<file path="config.mk">
export PLATFORM = sky130hd
export DESIGN_NAME = hazard_sequencer
export DESIGN_NICKNAME = d
export VERILOG_FILES = /design/src/rtl/hazard_sequencer.sv
export SDC_FILE = /design/constraint.sdc
export NUM_CORES = 1
export LEC_CHECK = 0
export CORE_MARGIN = 4
export CORE_UTILIZATION = 46
export DETAILED_ROUTE_END_ITERATION = 10
export GPL_ROUTABILITY_DRIVEN = 0
export PLACE_DENSITY = 0.91
export SETUP_SLACK_MARGIN = 0.4
export SKIP_CTS_REPAIR_TIMING = 1
export SLEW_MARGIN = 20
export SYNTH_ARGS = -nofsm -noshare
export SYNTH_HDL_FRONTEND = slang
export SYNTH_SLANG_ARGS = --single-unit
</file>
<file path="constraint.sdc">
create_clock -name clk -period 2.9 [get_ports clk]
set_input_delay 0.58 -clock clk [delete_from_list [all_inputs] [get_ports clk]]
set_output_delay 0.58 -clock clk [all_outputs]
set_load 0.005 [all_outputs]
</file>
<file path="src/rtl/hazard_sequencer.sv">
// hazard_sequencer: ID-stage hazard controller for the 5-stage MIPS pipeline.
// Generates PC / IF/ID write enables, ID/EX bubble, IF/ID flush and the
// freeze hold. Sequences two-cycle branch-after-load stalls and counts
// stall and flush events with saturating counters.
module hazard_sequencer #(
    parameter int CNT_W = 16
) (
    input  logic             clk,
    input  logic             rst,
    input  logic             freeze,
    input  logic [5:0]       id_opc,
    input  logic [4:0]       id_rs,
    input  logic [4:0]       id_rt,
    input  logic             id_taken,
    input  logic             ex_memread,
    input  logic             ex_regwrite,
    input  logic [4:0]       ex_dst,
    input  logic             mem_memread,
    input  logic [4:0]       mem_dst,
    output logic             pc_write,
    output logic             ifid_write,
    output logic             ifid_flush,
    output logic             idex_bubble,
    output logic             pipe_hold,
    output logic [CNT_W-1:0] stall_cnt,
    output logic [CNT_W-1:0] flush_cnt
);

    typedef enum logic [1:0] {
        RUN    = 2'd0,
        STALL2 = 2'd1,
        FRZ    = 2'd2
    } state_t;

    localparam logic [5:0] OPC_RTYPE = 6'b000000;
    localparam logic [5:0] OPC_BEQ   = 6'b000100;
    localparam logic [5:0] OPC_BNE   = 6'b000101;
    localparam logic [5:0] OPC_SW    = 6'b101011;

    state_t state_q, state_d;
    state_t ret_q, ret_d;
    logic [CNT_W-1:0] stall_cnt_q, stall_cnt_d;
    logic [CNT_W-1:0] flush_cnt_q, flush_cnt_d;

    logic   br, uses_rt;
    logic   m_ex, m_mem;
    logic   lu, ba, bm, hz;
    logic   stall_cyc;
    state_t eff_state;

    // Decode the ID instruction and detect operand hazards against EX and MEM.
    always_comb begin
        br      = (id_opc == OPC_BEQ) || (id_opc == OPC_BNE);
        uses_rt = (id_opc == OPC_RTYPE) || br || (id_opc == OPC_SW);
        m_ex    = (ex_dst != 5'd0) &&
                  ((ex_dst == id_rs) || (uses_rt && (ex_dst == id_rt)));
        m_mem   = (mem_dst != 5'd0) &&
                  ((mem_dst == id_rs) || (uses_rt && (mem_dst == id_rt)));
        lu      = ex_memread && m_ex;
        ba      = br && ex_regwrite && !ex_memread && m_ex;
        bm      = br && mem_memread && m_mem;
        hz      = lu || ba || bm;
    end

    // Next-state and per-cycle control outputs; FRZ resumes as its saved
    // return state in the same cycle freeze drops.
    always_comb begin
        state_d     = state_q;
        ret_d       = ret_q;
        pc_write    = 1'b1;
        ifid_write  = 1'b1;
        ifid_flush  = 1'b0;
        idex_bubble = 1'b0;
        pipe_hold   = 1'b0;
        stall_cyc   = 1'b0;
        eff_state   = (state_q == FRZ) ? ret_q : state_q;

        if (freeze) begin
            pipe_hold  = 1'b1;
            pc_write   = 1'b0;
            ifid_write = 1'b0;
            state_d    = FRZ;
            ret_d      = eff_state;
        end else begin
            case (eff_state)
                STALL2: begin
                    pc_write    = 1'b0;
                    ifid_write  = 1'b0;
                    idex_bubble = 1'b1;
                    stall_cyc   = 1'b1;
                    state_d     = RUN;
                end
                default: begin
                    if (hz) begin
                        pc_write    = 1'b0;
                        ifid_write  = 1'b0;
                        idex_bubble = 1'b1;
                        stall_cyc   = 1'b1;
                        state_d     = (lu && br) ? STALL2 : RUN;
                    end else begin
                        ifid_flush = id_taken;
                        state_d    = RUN;
                    end
                end
            endcase
        end
    end

    // Saturating event counters; freeze cycles never stall nor flush.
    always_comb begin
        stall_cnt_d = stall_cnt_q;
        flush_cnt_d = flush_cnt_q;
        if (stall_cyc && (stall_cnt_q != {CNT_W{1'b1}}))
            stall_cnt_d = stall_cnt_q + 1'b1;
        if (ifid_flush && (flush_cnt_q != {CNT_W{1'b1}}))
            flush_cnt_d = flush_cnt_q + 1'b1;
    end

    // State, return state and counters with synchronous active-low reset.
    always_ff @(posedge clk) begin
        if (!rst) begin
            state_q     <= RUN;
            ret_q       <= RUN;
            stall_cnt_q <= '0;
            flush_cnt_q <= '0;
        end else begin
            state_q     <= state_d;
            ret_q       <= ret_d;
            stall_cnt_q <= stall_cnt_d;
            flush_cnt_q <= flush_cnt_d;
        end
    end

    assign stall_cnt = stall_cnt_q;
    assign flush_cnt = flush_cnt_q;

endmodule

</file>
Word-level counts from Yosys, hierarchy flattened
Cells that the tools add are included.
- bits in registers: 36
- input port bits: 33
- output and inout port bits: 37
- logic and storage cells: 60
- add/sub/neg operators: 2
- eq/ne operators: 11
- multiplexer cells: 15
- bitwise operators: 2
- reductions and logical operators: 25
- operator list (cell ; number):
    16-bit by 1-bit adder with 16-bit output (second input constant) ; 2
    16-bit inequality test (second input constant) ; 2
    5-bit equality test ; 4
    1-bit logical AND ; 13
    1-bit two-way mux ; 13
    6-bit by 3-bit equality test with 1-bit output (second input constant) ; 2
    5-bit nonzero test ; 2
    1-bit logical OR ; 7
    6-bit equality test (second input constant) ; 1
    6-bit zero test ; 1
    2-bit two-way mux ; 2
    4-bit OR reduction ; 1
    2-bit by 1-bit equality test with 1-bit output (second input constant) ; 1
    2-bit equality test (second input constant) ; 1
    1-bit NOT ; 2
    1-bit zero test ; 1

Depth between registers and ports, before layout
Gate-level depths: netlist of run 1.
- depth in word-level cells: 14
- depth in mapped cells: 9
- depth with buffers taken out: 7

Worst setup path before layout of run 1
Ideal clock, no wire load.
- path type: input to output
- start: input mem_dst[0]
- end: output ifid_flush
- arrival: 1773 ps
- data required time: 2320 ps
- slack: 547 ps
- stages on the path: 7
- buffers on the path: 2
- cells stage by stage: or3_1 o311a_1 nand2_1 nand3_2 buf_6 buf_6 inv_1
- longest elaborated chain between the ends: 9
- elaborated cells on any way between the ends: 11
- those cells by class: 2 x eq/ne; 3 x mux; 6 x reduce/logical
- RTL lines (element ; line ; text):
    from (decl) ; 19 ; input logic [4:0] mem_dst,
    5-bit equality test ; 58 ; ((mem_dst == id_rs) || (uses_rt && (mem_dst == id_rt)));
    1-bit logical AND ; 58 ;
    1-bit logical OR ; 58 ;
    1-bit logical AND (*) ; 57 ; m_mem = (mem_dst != 5'd0) &&
    1-bit logical AND (*) ; 61 ; bm = br && mem_memread && m_mem;
    1-bit logical OR (*) ; 62 ; hz = lu || ba || bm;
    1-bit two-way mux (*) ; 94 ; if (hz) begin
    1-bit two-way mux (*) ; 85 ; case (eff_state)
    1-bit two-way mux (*) ; 78 ; if (freeze) begin
    to (decl) ; 22 ; output logic ifid_flush,
Mark *: on every way between the ends. The rest lies on a longest branch, timed or not.

Final worst setup path of run 1
- start: input ex_dst[2]
- end: output ifid_write
- longest elaborated chain between the ends: 10
- elaborated cells on any way between the ends: 13
- those cells by class: 2 x eq/ne; 3 x mux; 8 x reduce/logical
- RTL lines (element ; line ; text):
    from (decl) ; 17 ; input logic [4:0] ex_dst,
    5-bit equality test ; 56 ; ((ex_dst == id_rs) || (uses_rt && (ex_dst == id_rt)));
    1-bit logical AND ; 56 ;
    1-bit logical OR ; 56 ;
    1-bit logical AND (*) ; 55 ; m_ex = (ex_dst != 5'd0) &&
    1-bit logical AND (on tied branches) ; 59, 60 ;
    1-bit logical OR (*) (2 in a row) ; 62 ;
    1-bit two-way mux (*) ; 94 ;
    1-bit two-way mux (*) ; 85 ;
    1-bit two-way mux (*) ; 78 ;
    to (decl) ; 21 ; output logic ifid_write,
Marked as above.

==> results.tsv, run 1 <==
stage	metric	value	unit
cts	cts_root_buf	clkbuf_8	
final_layout	mostFrequentLayoutCell	clkdlybuf4s50_1	
pwr	p_leak	0.00125	uW
floorplan	core_region_area	4440	um2
worst_setup_path	end_kind	output pin	
synth	synth_async_sr_flop_share	0	%
sta	tightest_slew	566	ps
synth	synth_edf_count	0	
run	maxCapViolCount	0	
worst_setup_path	r2r_setup_slack	820	ps
worst_setup_path	crit_arrival	1970	ps
run_status	outcome	finished clean	
sta	fmax	0.392	GHz
global_routing	antenna_found_initial	1	
sta	min_period	2550	ps
cts	cts.clk_slew.worst_paths	70	ps
sta	period_share	87.9	%
cts	htreeDepth	2	
cts	clock-sinks	36	
floorplan	pin_count	70	
floorplan	die_height	76.4	um
sta	slew-limit-headroom	62.0	%
worst_setup_path	critPathKind	in2out	
floorplan	fp.dieArea	5840	um2
sta	rsz0062_at_grt	true	
placement	pre_cts_ws	-395	ps
final_layout	final_cell_mix	clkdlybuf4s50_1, dfxtp_1, nand2_1	
synth	syn_nets	299	
synth	synthCells	264	
synth	synth_warnings	0	
sta	finalMaxSlewViolations	0	
global_routing	grt.total_usage	20.7	%
synth	syn_area	2150	um2
final_layout	syn_to_final_growth	46.2	%
routing	viasPerCell	5.93	
final_layout	final_core_util	70.8	%
placement	dp_hpwl	4430	um
worst_setup_path	crit_fanout	3	
pwr	ir_drop	251	uV
routing	vias	2349	
synth	seq_area_frac_synth	33.5	%
pwr	p_per_area	353	nW/um2
sta	setup_tns	0	ps
floorplan	num_rows	24	
routing	drc	0	
sta	setup_viol	0	
synth	synth-seq-cells	36	
sta	setup_slack	351	ps
pwr	power.total	1110	uW
global_routing	grt_pass1_wl	10100	um
routing	wl_per_cell	16.2	um
routing	drt_iter0_drc	207	
routing	wirelength	6420	um
sta	hold_viol_final	0	
min_path	hp-class	reg2reg	
cts	clock_tree.buffer_depth	2	
final_layout	drive_gt1_share	16.9	%
worst_setup_path	crit_required	2320	ps
cts	clk_latency	290	ps
final_layout	fin_nets	377	
sta	fin_skew	3.94	ps
routing	final_antenna_net_count	0	
routing	dr.pass1.iters	6	
floorplan	start_util	48.4	%
global_routing	grt_pass1_vias	2165	
cts	cts_tree	built	
global_routing	gr-total-overflow	0	
placement	numPortBuffers	69	
cts	cts_buffers	5	
synth	syn_area_per_cell	8.15	um2
synth	yosys.cell_types.count	47	
synth	synth_flop_cell	dfxtp_1	
worst_setup_path	start_kind	input pin	
floorplan	die_w	76.4	um
global_routing	grt_max_degree	29	
[sequential cells by signal, summed over array words and instances, names as in the netlist]
register and cells:
stall_cnt 16, state_q 2, flush_cnt 16, ret_q 2
[cells by family after synthesis]
family | after synthesis | share of synthesized area, %
fa+ha+maj | 2 | 1.16
xor+xnor | 21 | 8.55
simple gates | 121 | 32.0
flops | 36 | 33.5
compound gates | 56 | 15.6
buf+inv | 19 | 4.94
mux | 9 | 4.19
[cell usage after synthesis, drive strengths merged (4+ instances only)]
| cell type | number | area [um2] |
|---|---|---|
| and3 | 10 | 62.6 |
| and2 | 4 | 25.0 |
| xor2 | 4 | 35.0 |
| nor4 | 4 | 40.0 |
| inv | 5 | 18.8 |
| o31ai | 6 | 45.0 |
| mux2i | 9 | 90.1 |
| nand2 | 23 | 86.3 |
| nand4 | 8 | 50.1 |
| xnor2 | 17 | 149 |
| a21oi | 23 | 115 |
| or3 | 15 | 93.8 |
| nor2 | 11 | 41.3 |
| nand3 | 18 | 95.1 |
| clkbuf | 7 | 26.3 |
| dfxtp | 36 | 721 |
| buf | 7 | 61.3 |
| or4 | 6 | 45.0 |
| nand2b | 7 | 43.8 |
| nor3 | 7 | 40.0 |
| o21ai | 15 | 75.1 |
[per-stage QoR]
step | std cells | hold WS (ps) | instance area (um2)
after floorplan | 264 | 452 | 2150
after global placement | 385 | 471 | 2930
after detailed placement | 385 | 478 | 2930
after CTS | 393 | 494 | 3030
after global routing | 396 | 531 | 3150
final | 396 | 493 | 3150
[power by group]
part	switching (uW)	leakage, uW	internal (uW)
Combinational	74.1	0.000900	88.7
Clock	192	0.0000552	255
Sequential	2.71	0.000290	497
Total	269	0.00125	841
[routing by layer]
| metal | track usage, % | part of all wire [%] |
|---|---|---|
| met1 | 24.6 | 41 |
| met2 | 36.6 | 51 |
| met3 | 5.20 | 6.1 |
| met4 | 5.80 | 2.0 |
| met5 | 0 | 0 |
[critical path: stages]
cell and delay [ps]:
clkbuf_2 130, xnor2_2 130, nand4_1 180, nor4_4 360, o211ai_2 150, buf_4 160
and3_4 160, buf_6 120
[layout make-up]
type / instances / area (um2)
Multi-Input combinational cell: 209 / 1410
Fill cell: 356 / 1300
Timing Repair Buffer: 85 / 822
Sequential cell: 36 / 721
Clock buffer: 6 / 72.6
Tap cell: 52 / 65.1
Clock inverter: 2 / 35.0
Inverter: 5 / 18.8
Antenna cell: 1 / 2.50
[path summary, 6_finish.rpt]
kind,cells past startpoint,end,start
worst min register to register,2,ret_q[1],ret_q[1]
worst max-delay path,8,ifid_write,ex_dst[2]
worst max register to register,8,flush_cnt[5],state_q[0]
worst min-delay path,2,ret_q[1],ret_q[1]
Note: power is estimated with default switching activity, not from simulation.
==> inputs of run 2 (changes only) <==
--- a/config.mk
+++ b/config.mk
@@ -7,6 +7,7 @@
 export LEC_CHECK = 0
 export CORE_MARGIN = 4
 export CORE_UTILIZATION = 46
+export CTS_CLUSTER_SIZE = 10
 export DETAILED_ROUTE_END_ITERATION = 10
 export GPL_ROUTABILITY_DRIVEN = 0
 export PLACE_DENSITY = 0.91
==> results of run 2 <==
No change in the layout: final DEF, timing and power equal those of run 1.
